### config.mk
export PLATFORM = sky130hd
export DESIGN_NAME = ball_obj
export DESIGN_NICKNAME = d
export VERILOG_FILES = /design/src/rtl/ball_obj.sv
export SDC_FILE = /design/constraint.sdc
export NUM_CORES = 1
export LEC_CHECK = 0
export ABC_AREA = 1
export CORE_MARGIN = 2
export CORE_UTILIZATION = 50
export DETAILED_ROUTE_END_ITERATION = 6
export PLACE_DENSITY = 0.8
export REMOVE_ABC_BUFFERS = 1
export SLEW_MARGIN = 20
export SYNTH_ARGS = -nofsm -noshare
export SYNTH_HDL_FRONTEND = slang
export SYNTH_SLANG_ARGS = --single-unit
### constraint.sdc
create_clock -name clk -period 3.3 [get_ports clk]
set_input_delay 0.495 -clock clk [delete_from_list [all_inputs] [get_ports clk]]
set_output_delay 0.495 -clock clk [all_outputs]
set_load 0.05 [all_outputs]
### src/rtl/ball_obj.sv
// Basketball sprite: projectile trajectory stepped once per frame, plus an 8x8 round ball
// rendered combinationally for the current pixel.
module ball_obj #(
  parameter int          H_MAX       = 640,
  parameter int          X_START     = 100,
  parameter int          Y_START     = 400,
  parameter int          FLOOR_Y     = 472,
  parameter int          GRAVITY     = 1,
  parameter int          HOLD_FRAMES = 60,
  parameter logic [11:0] BALL_RGB    = 12'hF80
) (
  input  logic              clk,
  input  logic              reset,
  input  logic              refr_tick,
  input  logic              shoot,
  input  logic signed [7:0] vx_init,
  input  logic signed [7:0] vy_init,
  input  logic [9:0]        pixel_x,
  input  logic [9:0]        pixel_y,
  output logic              ball_on,
  output logic [11:0]       ball_rgb,
  output logic              in_flight,
  output logic              landed
);

  localparam int HW = $clog2(HOLD_FRAMES + 1);

  localparam logic signed [10:0] X_START_S = 11'(X_START);
  localparam logic signed [10:0] Y_START_S = 11'(Y_START);
  localparam logic signed [10:0] X_MAX_S   = 11'(H_MAX - 8);
  localparam logic signed [10:0] Y_REST_S  = 11'(FLOOR_Y - 8);
  localparam logic signed [11:0] FLOOR_S   = 12'(FLOOR_Y);
  localparam logic [HW-1:0]      HOLD_LAST = HW'(HOLD_FRAMES - 1);

  typedef enum logic [1:0] {
    S_IDLE   = 2'd0,
    S_FLIGHT = 2'd1,
    S_LANDED = 2'd2
  } state_t;

  state_t                r_state;
  logic signed [10:0]    r_x;
  logic signed [10:0]    r_y;
  logic signed [7:0]     r_vx;
  logic signed [7:0]     r_vy;
  logic [HW-1:0]         r_hold;
  logic                  r_in_flight;
  logic                  r_landed;

  function automatic logic signed [10:0] sext8(input logic signed [7:0] v);
    return $signed({{3{v[7]}}, v});
  endfunction

  // Gravity step on vy, saturating at the 8-bit signed limits.
  function automatic logic signed [7:0] sat_vy(input logic signed [7:0] v);
    logic signed [8:0] s;
    logic signed [8:0] g;
    g = 9'(GRAVITY);
    s = $signed({v[7], v}) + g;
    if (s > 9'sd127)
      return 8'sd127;
    else if (s < -9'sd128)
      return -8'sd128;
    else
      return s[7:0];
  endfunction

  function automatic logic [7:0] rom_row(input logic [2:0] r);
    case (r)
      3'd0:    return 8'h3C;
      3'd1:    return 8'h7E;
      3'd6:    return 8'h7E;
      3'd7:    return 8'h3C;
      default: return 8'hFF;
    endcase
  endfunction

  logic signed [10:0] w_x_next;
  logic signed [10:0] w_y_next;
  logic signed [11:0] w_y_bot;
  logic               w_hit_floor;
  logic               w_hit_left;
  logic               w_hit_right;

  assign w_x_next    = r_x + sext8(r_vx);
  assign w_y_next    = r_y + sext8(r_vy);
  assign w_y_bot     = $signed({w_y_next[10], w_y_next}) + 12'sd7;
  assign w_hit_floor = (w_y_bot >= FLOOR_S);
  assign w_hit_left  = (w_x_next < 11'sd0);
  assign w_hit_right = (w_x_next > X_MAX_S);

  always_ff @(posedge clk) begin
    if (reset) begin
      r_state     <= S_IDLE;
      r_x         <= X_START_S;
      r_y         <= Y_START_S;
      r_vx        <= 8'sd0;
      r_vy        <= 8'sd0;
      r_hold      <= '0;
      r_in_flight <= 1'b0;
      r_landed    <= 1'b0;
    end else begin
      case (r_state)
        S_IDLE: begin
          if (shoot) begin
            r_vx        <= vx_init;
            r_vy        <= vy_init;
            r_state     <= S_FLIGHT;
            r_in_flight <= 1'b1;
          end
        end
        S_FLIGHT: begin
          if (refr_tick) begin
            r_vy <= sat_vy(r_vy);
            r_x  <= w_x_next;
            r_y  <= w_y_next;
            if (w_hit_floor)
              r_y <= Y_REST_S;
            if (w_hit_left)
              r_x <= 11'sd0;
            else if (w_hit_right)
              r_x <= X_MAX_S;
            if (w_hit_floor || w_hit_left || w_hit_right) begin
              r_state     <= S_LANDED;
              r_hold      <= '0;
              r_in_flight <= 1'b0;
              r_landed    <= 1'b1;
            end
          end
        end
        S_LANDED: begin
          if (refr_tick) begin
            if (r_hold == HOLD_LAST) begin
              r_state  <= S_IDLE;
              r_x      <= X_START_S;
              r_y      <= Y_START_S;
              r_vx     <= 8'sd0;
              r_vy     <= 8'sd0;
              r_hold   <= '0;
              r_landed <= 1'b0;
            end else begin
              r_hold <= r_hold + HW'(1);
            end
          end
        end
        default: begin
          r_state     <= S_IDLE;
          r_in_flight <= 1'b0;
          r_landed    <= 1'b0;
        end
      endcase
    end
  end

  // Rendering: signed box test in 12 bits so x+7 and negative y never wrap.
  logic signed [11:0] w_px;
  logic signed [11:0] w_py;
  logic signed [11:0] w_bx;
  logic signed [11:0] w_by;
  logic               w_in_x;
  logic               w_in_y;
  logic [2:0]         w_col;
  logic [2:0]         w_row;
  logic [7:0]         w_bits;

  assign w_px   = $signed({2'b00, pixel_x});
  assign w_py   = $signed({2'b00, pixel_y});
  assign w_bx   = $signed({r_x[10], r_x});
  assign w_by   = $signed({r_y[10], r_y});
  assign w_in_x = (w_px >= w_bx) && (w_px <= w_bx + 12'sd7);
  assign w_in_y = (w_py >= w_by) && (w_py <= w_by + 12'sd7);
  assign w_col  = pixel_x[2:0] - r_x[2:0];
  assign w_row  = pixel_y[2:0] - r_y[2:0];
  assign w_bits = rom_row(w_row);

  assign ball_on   = w_in_x && w_in_y && w_bits[~w_col];
  assign ball_rgb  = BALL_RGB;
  assign in_flight = r_in_flight;
  assign landed    = r_landed;

endmodule

==> out/metrics.cfg, run 1 <==
[run_status]
run_status=complete, no violations

[cts]
numCtsBuffers=5
cts_htree_levels=2
cts.clk_slew.worst_paths_ns=0.09
cts-root-buf=clkbuf_8
cts_tree=built
ctsLongestPathBuffers=2
cts_sinks=47
clk_latency_ns=0.30

[yosys]
synth_seq_area_share_pct=19.0
synth_seq_cells=47
synth_area_mm2=0.00494
synth_edf_count=0
synthFlopType=dfxtp_1
synth_cell_type_count=45
synth-async-reset-ratio_pct=0
synth_top_area_cell=dfxtp_1
yosysTopAreaCellShare_pct=19.0
synthTopCellsByArea=dfxtp_1, ha_1, nand2_1
yosysWarnings=0
syn_avg_cell_area_um2=6.58
synth_cells=751

[detailed_routing]
wire_per_inst_um=11.9
viasPerCell=5.09
dr.first_iter.drc_count=204
drtPass1Iterations=5
drc_errors=0
antenna_left=0
vias=4776
routed_wl_um=11200

[pwr]
leakage_nw=2.72
internal-power_mw=1.93
totalPowerFinal_mw=4.00
p_clk_share_pct=10.3
sw_frac_of_total_pct=51.6
net-switching-power_mw=2.06
power_density_mw_per_mm2=692
combPwrFrac_pct=66.6
irDropWorstVdd_uv=427
pwr-share-seq_pct=23.1

[finish]
stdcell_count=938
final_cell_area_mm2=0.00577
drive_gt1_share_pct=8.57
final_util_pct=59.6
seqCellArea_um2=956
nNetsFinal=918
fill_cells=889
final_common_cell=nand2_1
antenna_cells=0
multiInputGateArea_mm2=0.00360
mostFrequentLayoutCells=nand2_1, inv_1, a21oi_1
area_growth_pct=16.8

[sta]
setup_viol=0
clock_skew_ns=0.0139
fin_crit_ns=3.26
drv_slew=0
finalSetupTns_ns=0
fmax_mhz=307
rsz0062_at_grt=true
hold-worst-slack_ns=0.467
timing.final.crit_share_pct=98.8
maxSlewHeadroom_pct=66.5
hold_violations=0
tightest_slew_ns=0.500
timing.final.ws_setup_ns=0.0408

[floorplan]
pin_count=55
die_h_um=103
core_area_mm2=0.00968
die-area_mm2=0.0107
die_w_um=103
start_util_pct=51.0
row_count=36

[place]
detailed_place_hpwl_um=8840
port_buffers=42
gp_congestion=0.936
pre_cts_ws_ns=-0.0113
placed_cell_area_mm2=0.00549
placedCellCount=921

[worst_setup_path]
required_ns=2.80
arrival_ns=2.76
path_delay_family=simple AND/OR/NAND/NOR gates
cpMaxStageDelayCell=dfxtp_2
path_common_cell=o21ai_1
path_buf_inv=3
worstPathMaxFanout=4
path_cells=inv_4 -> nor4_4 -> nand2_2 -> xor2_1 -> ha_1 -> nand2_1 -> inv_1 -> nand2_1 -> a21oi_1 -> a211oi_1 -> o21ai_1 -> o21ai_1 -> a21oi_1 -> o21ai_1 -> nand4_1 -> nor2_2 -> buf_12
crit_path_end_kind=output port
path_class=reg2out
cp-start-kind=flop
cp_slowest_stage_delay_ns=0.36

[grt]
grt-ovfl-total=0
grt_pass1_vias=4382
track_usage_pct=21.7
grt_pass1_wl_um=18900
antenna_found_initial=0
grt_max_degree=33

[min_path]
hp-class=reg2reg

[job]
max_cap_violations=0

[worst paths after layout]
path	from	to	slack, ns	cells past startpoint
setup / recovery	r_y[3]	ball_on	0.04	17
hold / removal	in_flight	in_flight	0.47	2
setup reg to reg	r_y[0]	r_y[5]	0.53	18
hold reg to reg	in_flight	in_flight	0.47	2
[power by group through the flow]
stage	clock (mW)	combinational, mW	sequential (mW)
6_report	0.414	2.66	0.922
5_1_grt	0.443	3.06	0.946
4_1_cts	0.421	2.62	0.912
3_5_place_dp	0	2.57	0.924
3_3_place_gp	0	2.55	0.921
2_1_floorplan	0	2.00	0.895
[logic make-up after synthesis]
family                   after synthesis  synth area share [%]
adder cells (fa/ha/maj)               73                  19.1
other                                  2                 0.152
XOR/XNOR                              31                  5.80
buffers and inverters                128                  10.7
AND/OR/NAND/NOR                      342                  31.1
flip-flops                            47                  19.0
AO/OA/AOI/OAI                        128                  14.1
[state kept, by name, summed over array words and instances (netlist names)]
signal / count
landed: 1
r_hold: 6
r_vy: 8
r_state: 2
r_x: 10
r_vx: 8
r_y: 11
in_flight: 1
[worst min-delay path, stage by stage, from the launching register on]
cell and delay [ns]:
dfxtp_1 0.32, nand2_1 0.06, a21oi_1 0.05
[cell usage after synthesis, types with 3 or more instances]
cell      number
o21ai_1        4
nor2_1        46
a21o_1         3
inv_2          3
o211ai_1       5
nand2_1      198
ha_1          69
o21ai_0       25
xnor2_1        8
buf_4         12
nand3_1       44
nand2_2        3
fa_1           4
nor4_1         3
clkbuf_1       5
a21oi_2        3
a21oi_1       79
nand4_1       19
nor3_1        10
nand3b_1       4
dfxtp_1       47
xor2_1        21
inv_1        105
[per-layer routing]
metal  share of wire, %  vias up  global-route usage (%)  wire length, um
met5                  0        -                       0                0
met4                1.5        0                    5.36              168
met3                2.6       16                    2.08              292
met2                 46       91                    37.0             5100
met1                 50     2118                    29.4             5600
li1                   -     2551                       -                -
[what timing repair did]
action / 4_1_cts / 5_1_grt
setup endpoints to repair: 1 / 1
hold buffers: 0 / 0
gates resized for setup: 17 / 18
endpoints found under the hold margin: 0 / 0
buffers inserted: 7 / 3
pin swaps: 7 / 10
[cell type report]
type                    instances  area share (%)
multi-input cells             586            62.3
flip-flops and latches         47            16.6
repair buffers                 56            9.28
inverters                     109            7.22
well taps                     133            2.88
clock buffers                   6            1.26
clock inverters                 1           0.520
No activity file was read; power rests on OpenSTA's default activity.
==> run 2, diff against run 1 <==
--- a/config.mk
+++ b/config.mk
@@ -9,5 +9,5 @@
 export CORE_MARGIN = 2
-export CORE_UTILIZATION = 50
+export CORE_UTILIZATION = 45
 export DETAILED_ROUTE_END_ITERATION = 6
-export PLACE_DENSITY = 0.8
+export PLACE_DENSITY = 0.74
 export REMOVE_ABC_BUFFERS = 1
==> constraint.sdc (replaced) <==
create_clock -name clk -period 3.3 [get_ports clk]
set_input_delay 0.66 -clock clk [delete_from_list [all_inputs] [get_ports clk]]
set_output_delay 0.66 -clock clk [all_outputs]
set_load 0.05 [all_outputs]
==> run 2 against run 1 <==
  * The run now ends with negative setup slack left
  * Flip-flop and latch count is the same
  * Worst setup slack got worse by 0.059 ns
  * Clock skew decreased by 0.0046 ns
  * Cell count grew 2.6%
  * Clock power is 23% lower
  * Design area increased by 1.9%
  * Wire length increased by 1.3%
  * Sequential power fell by 2.4%
  * Utilization fell by 5.1 points
  * Critical endpoint unchanged
==> out/metrics.cfg, run 2 (same netlist as run 1, synthesis figures left out) <==
[floorplan]
start_util_pct=45.8  ; was 51.0%
die_w_um=109  ; was 103 um
die_h_um=109  ; was 103 um
row_count=38  ; was 36
pin_count=55  ; unchanged
core_area_mm2=0.0108  ; was 0.00968 mm^2
die-area_mm2=0.0118  ; was 0.0107 mm^2

[place]
pre_cts_ws_ns=-0.282  ; was -0.0113 ns
port_buffers=42  ; unchanged
gp_congestion=0.889  ; was 0.936
detailed_place_hpwl_um=9180  ; was 8840 um

[cts]
numCtsBuffers=5  ; unchanged
ctsLongestPathBuffers=2  ; unchanged
cts_htree_levels=2  ; unchanged
cts-root-buf=clkbuf_8  ; unchanged
cts_hold_buffers=0  ; unchanged
cts_tree=built  ; unchanged
cts_sinks=47  ; unchanged
clk_latency_ns=0.30  ; about the same
cts.clk_slew.worst_paths_ns=0.08  ; was 0.09 ns

[pwr]
sw_frac_of_total_pct=51.8  ; was 51.6%
irDropWorstVdd_uv=285  ; was 427 uV
leakage_nw=2.80  ; was 2.72 nW
net-switching-power_mw=2.06  ; about the same
totalPowerFinal_mw=3.98  ; was 4.00 mW
combPwrFrac_pct=69.3  ; was 66.6%
p_clk_share_pct=8.0  ; was 10.3%
pwr-share-seq_pct=22.6  ; was 23.1%
internal-power_mw=1.92  ; was 1.93 mW
power_density_mw_per_mm2=677  ; was 692 mW/mm^2

[detailed_routing]
antenna_left=0  ; unchanged
vias=4784  ; was 4776
drtPass1Iterations=4  ; was 5
viasPerCell=4.97  ; was 5.09
routed_wl_um=11300  ; was 11200 um
wire_per_inst_um=11.8  ; was 11.9 um
drc_errors=0  ; unchanged
dr.first_iter.drc_count=176  ; was 204

[grt]
grt_max_degree=32  ; was 33
grt-ovfl-total=0  ; unchanged
antenna_found_initial=0  ; unchanged
grt_pass1_vias=4545  ; was 4382
grt_pass1_wl_um=19400  ; was 18900 um
track_usage_pct=19.9  ; was 21.7%

[finish]
nNetsFinal=936  ; was 918
largest_reg_flops=11  ; unchanged
area_growth_pct=19.0  ; was 16.8%
final_common_cell=nand2_1  ; unchanged
antenna_cells=0  ; unchanged
drive_gt1_share_pct=12.0  ; was 8.57%
reg_top3=r_y (11), r_x (10)  ; unchanged
mostFrequentLayoutCells=nand2_1, inv_1, a21oi_1  ; unchanged
regMostFlops=r_y  ; unchanged
fill_cells=1070  ; was 889

[worst_setup_path]
rr_startpoint=r_x[0]  ; was r_y[0]
arrival_ns=2.66  ; was 2.76 ns
cp_slowest_stage_delay_ns=0.34  ; was 0.36 ns
cp-start-kind=flop  ; unchanged
required_ns=2.64  ; was 2.80 ns
cpMaxStageDelayCell=dfxtp_2  ; unchanged
path_common_cell=o21ai_1  ; unchanged
worstPathMaxFanout=2  ; was 4
crit_path_start=r_y[4]  ; was r_y[3]
path_delay_family=simple AND/OR/NAND/NOR gates  ; unchanged
path_cells=inv_2 -> nor4_4 -> nand2_2 -> xor2_1 -> ha_1 -> nand2_1 -> inv_2 -> nand2_2 -> a21oi_2 -> a211oi_2 -> o21ai_1 -> o21ai_1 -> a21oi_1 -> o21ai_1 -> nand4_1 -> nor2_2 -> buf_12  ; was inv_4 -> nor4_4 -> nand2_2 -> xor2_1 -> ha_1 -> nand2_1 -> inv_1 -> nand2_1 -> a21oi_1 -> a211oi_1 -> o21ai_1 -> o21ai_1 -> a21oi_1 -> o21ai_1 -> nand4_1 -> nor2_2 -> buf_12
crit_path_end_kind=output port  ; unchanged
path_buf_inv=3  ; unchanged
path_class=reg2out  ; unchanged

[sta]
hold_violations=0  ; unchanged
timing.final.crit_share_pct=101  ; was 98.8%
fin_crit_ns=3.32  ; was 3.26 ns
clock_skew_ns=0.00927  ; was 0.0139 ns
fmax_mhz=301  ; was 307 MHz
hold-worst-slack_ns=0.474  ; was 0.467 ns
rsz0062_at_grt=true  ; unchanged
tightest_slew_ns=0.506  ; was 0.500 ns
maxSlewHeadroom_pct=66.2  ; was 66.5%
finalSetupTns_ns=-0.0182  ; was 0 ns
setup_viol=1  ; was 0
timing.final.ws_setup_ns=-0.0182  ; was 0.0408 ns
drv_slew=0  ; unchanged

[min_path]
hp-class=reg2reg  ; unchanged
min_from=r_vx[0]  ; was in_flight

[run_status]
violations=negative setup slack
run_status=complete, but fails checks  ; was complete, no violations

[job]
max_cap_violations=0  ; unchanged

[run 2: repair_timing]
| item | 4_1_cts | 5_1_grt |
|---|---|---|
| resized for setup | 33 | 15 |
| setup buffers | 5 | 2 |
| pin swaps | 18 | 15 |
| setup endpoints to repair | 1 | 1 |
| cloned | 0 | 0 |
[run 2: power by group through the flow]
stage	registers [mW]	logic (mW)	clock network [mW]
after CTS	0.895	2.74	0.327
after global routing	0.927	3.14	0.350
after floorplan	0.895	2.00	0
after global placement	0.905	2.63	0
after detailed placement	0.909	2.66	0
final	0.900	2.76	0.320
[run 2: area by class of cell]
class	count	area [um^2]	share of cell area, %
clock buffer	6	72.6	1.23
timing repair buffer	74	672	11.4
multi-input combinational	586	3600	61.2
inverter	109	412	7.00
tap	140	175	2.98
sequential	47	953	16.2
[run 2: final timing paths]
kind	end	slack (ns)	cells after the start
worst max-delay path	ball_on	-0.02	17
worst min-delay path	r_vx[0]	0.47	2
worst max register to register	r_hold[1]	0.61	17
worst min register to register	r_vx[0]	0.47	2
[run 2: routing by layer]
| layer | vias up | global-route usage (%) | routed length (um) | part of all wire, % |
|---|---|---|---|---|
| li1 | 2586 | - | - | - |
| met3 | 6 | 2.27 | 441 | 3.9 |
| met1 | 2104 | 26.4 | 5570 | 49 |
| met4 | 0 | 3.21 | 62 | 0.55 |
| met2 | 88 | 35.1 | 5240 | 46 |
| met5 | - | 0 | 0 | 0 |
[run 2: metrics by stage]
| step | cell area (um^2) | util (%) | instances |
|---|---|---|---|
| after detailed placement | 5650 | 52.4 | 949 |
| after floorplan | 4860 | - | 742 |
| after global routing | 5880 | 54.5 | 962 |
| after CTS | 5850 | 54.2 | 960 |
| final | 5880 | 54.5 | 962 |
| after global placement | 5650 | 52.4 | 949 |
[run 2: tightest hold or removal path, stage by stage, from the launching register on]
cell and delay, ns:
dfxtp_1 0.32, nand2_1 0.06, a21oi_1 0.05
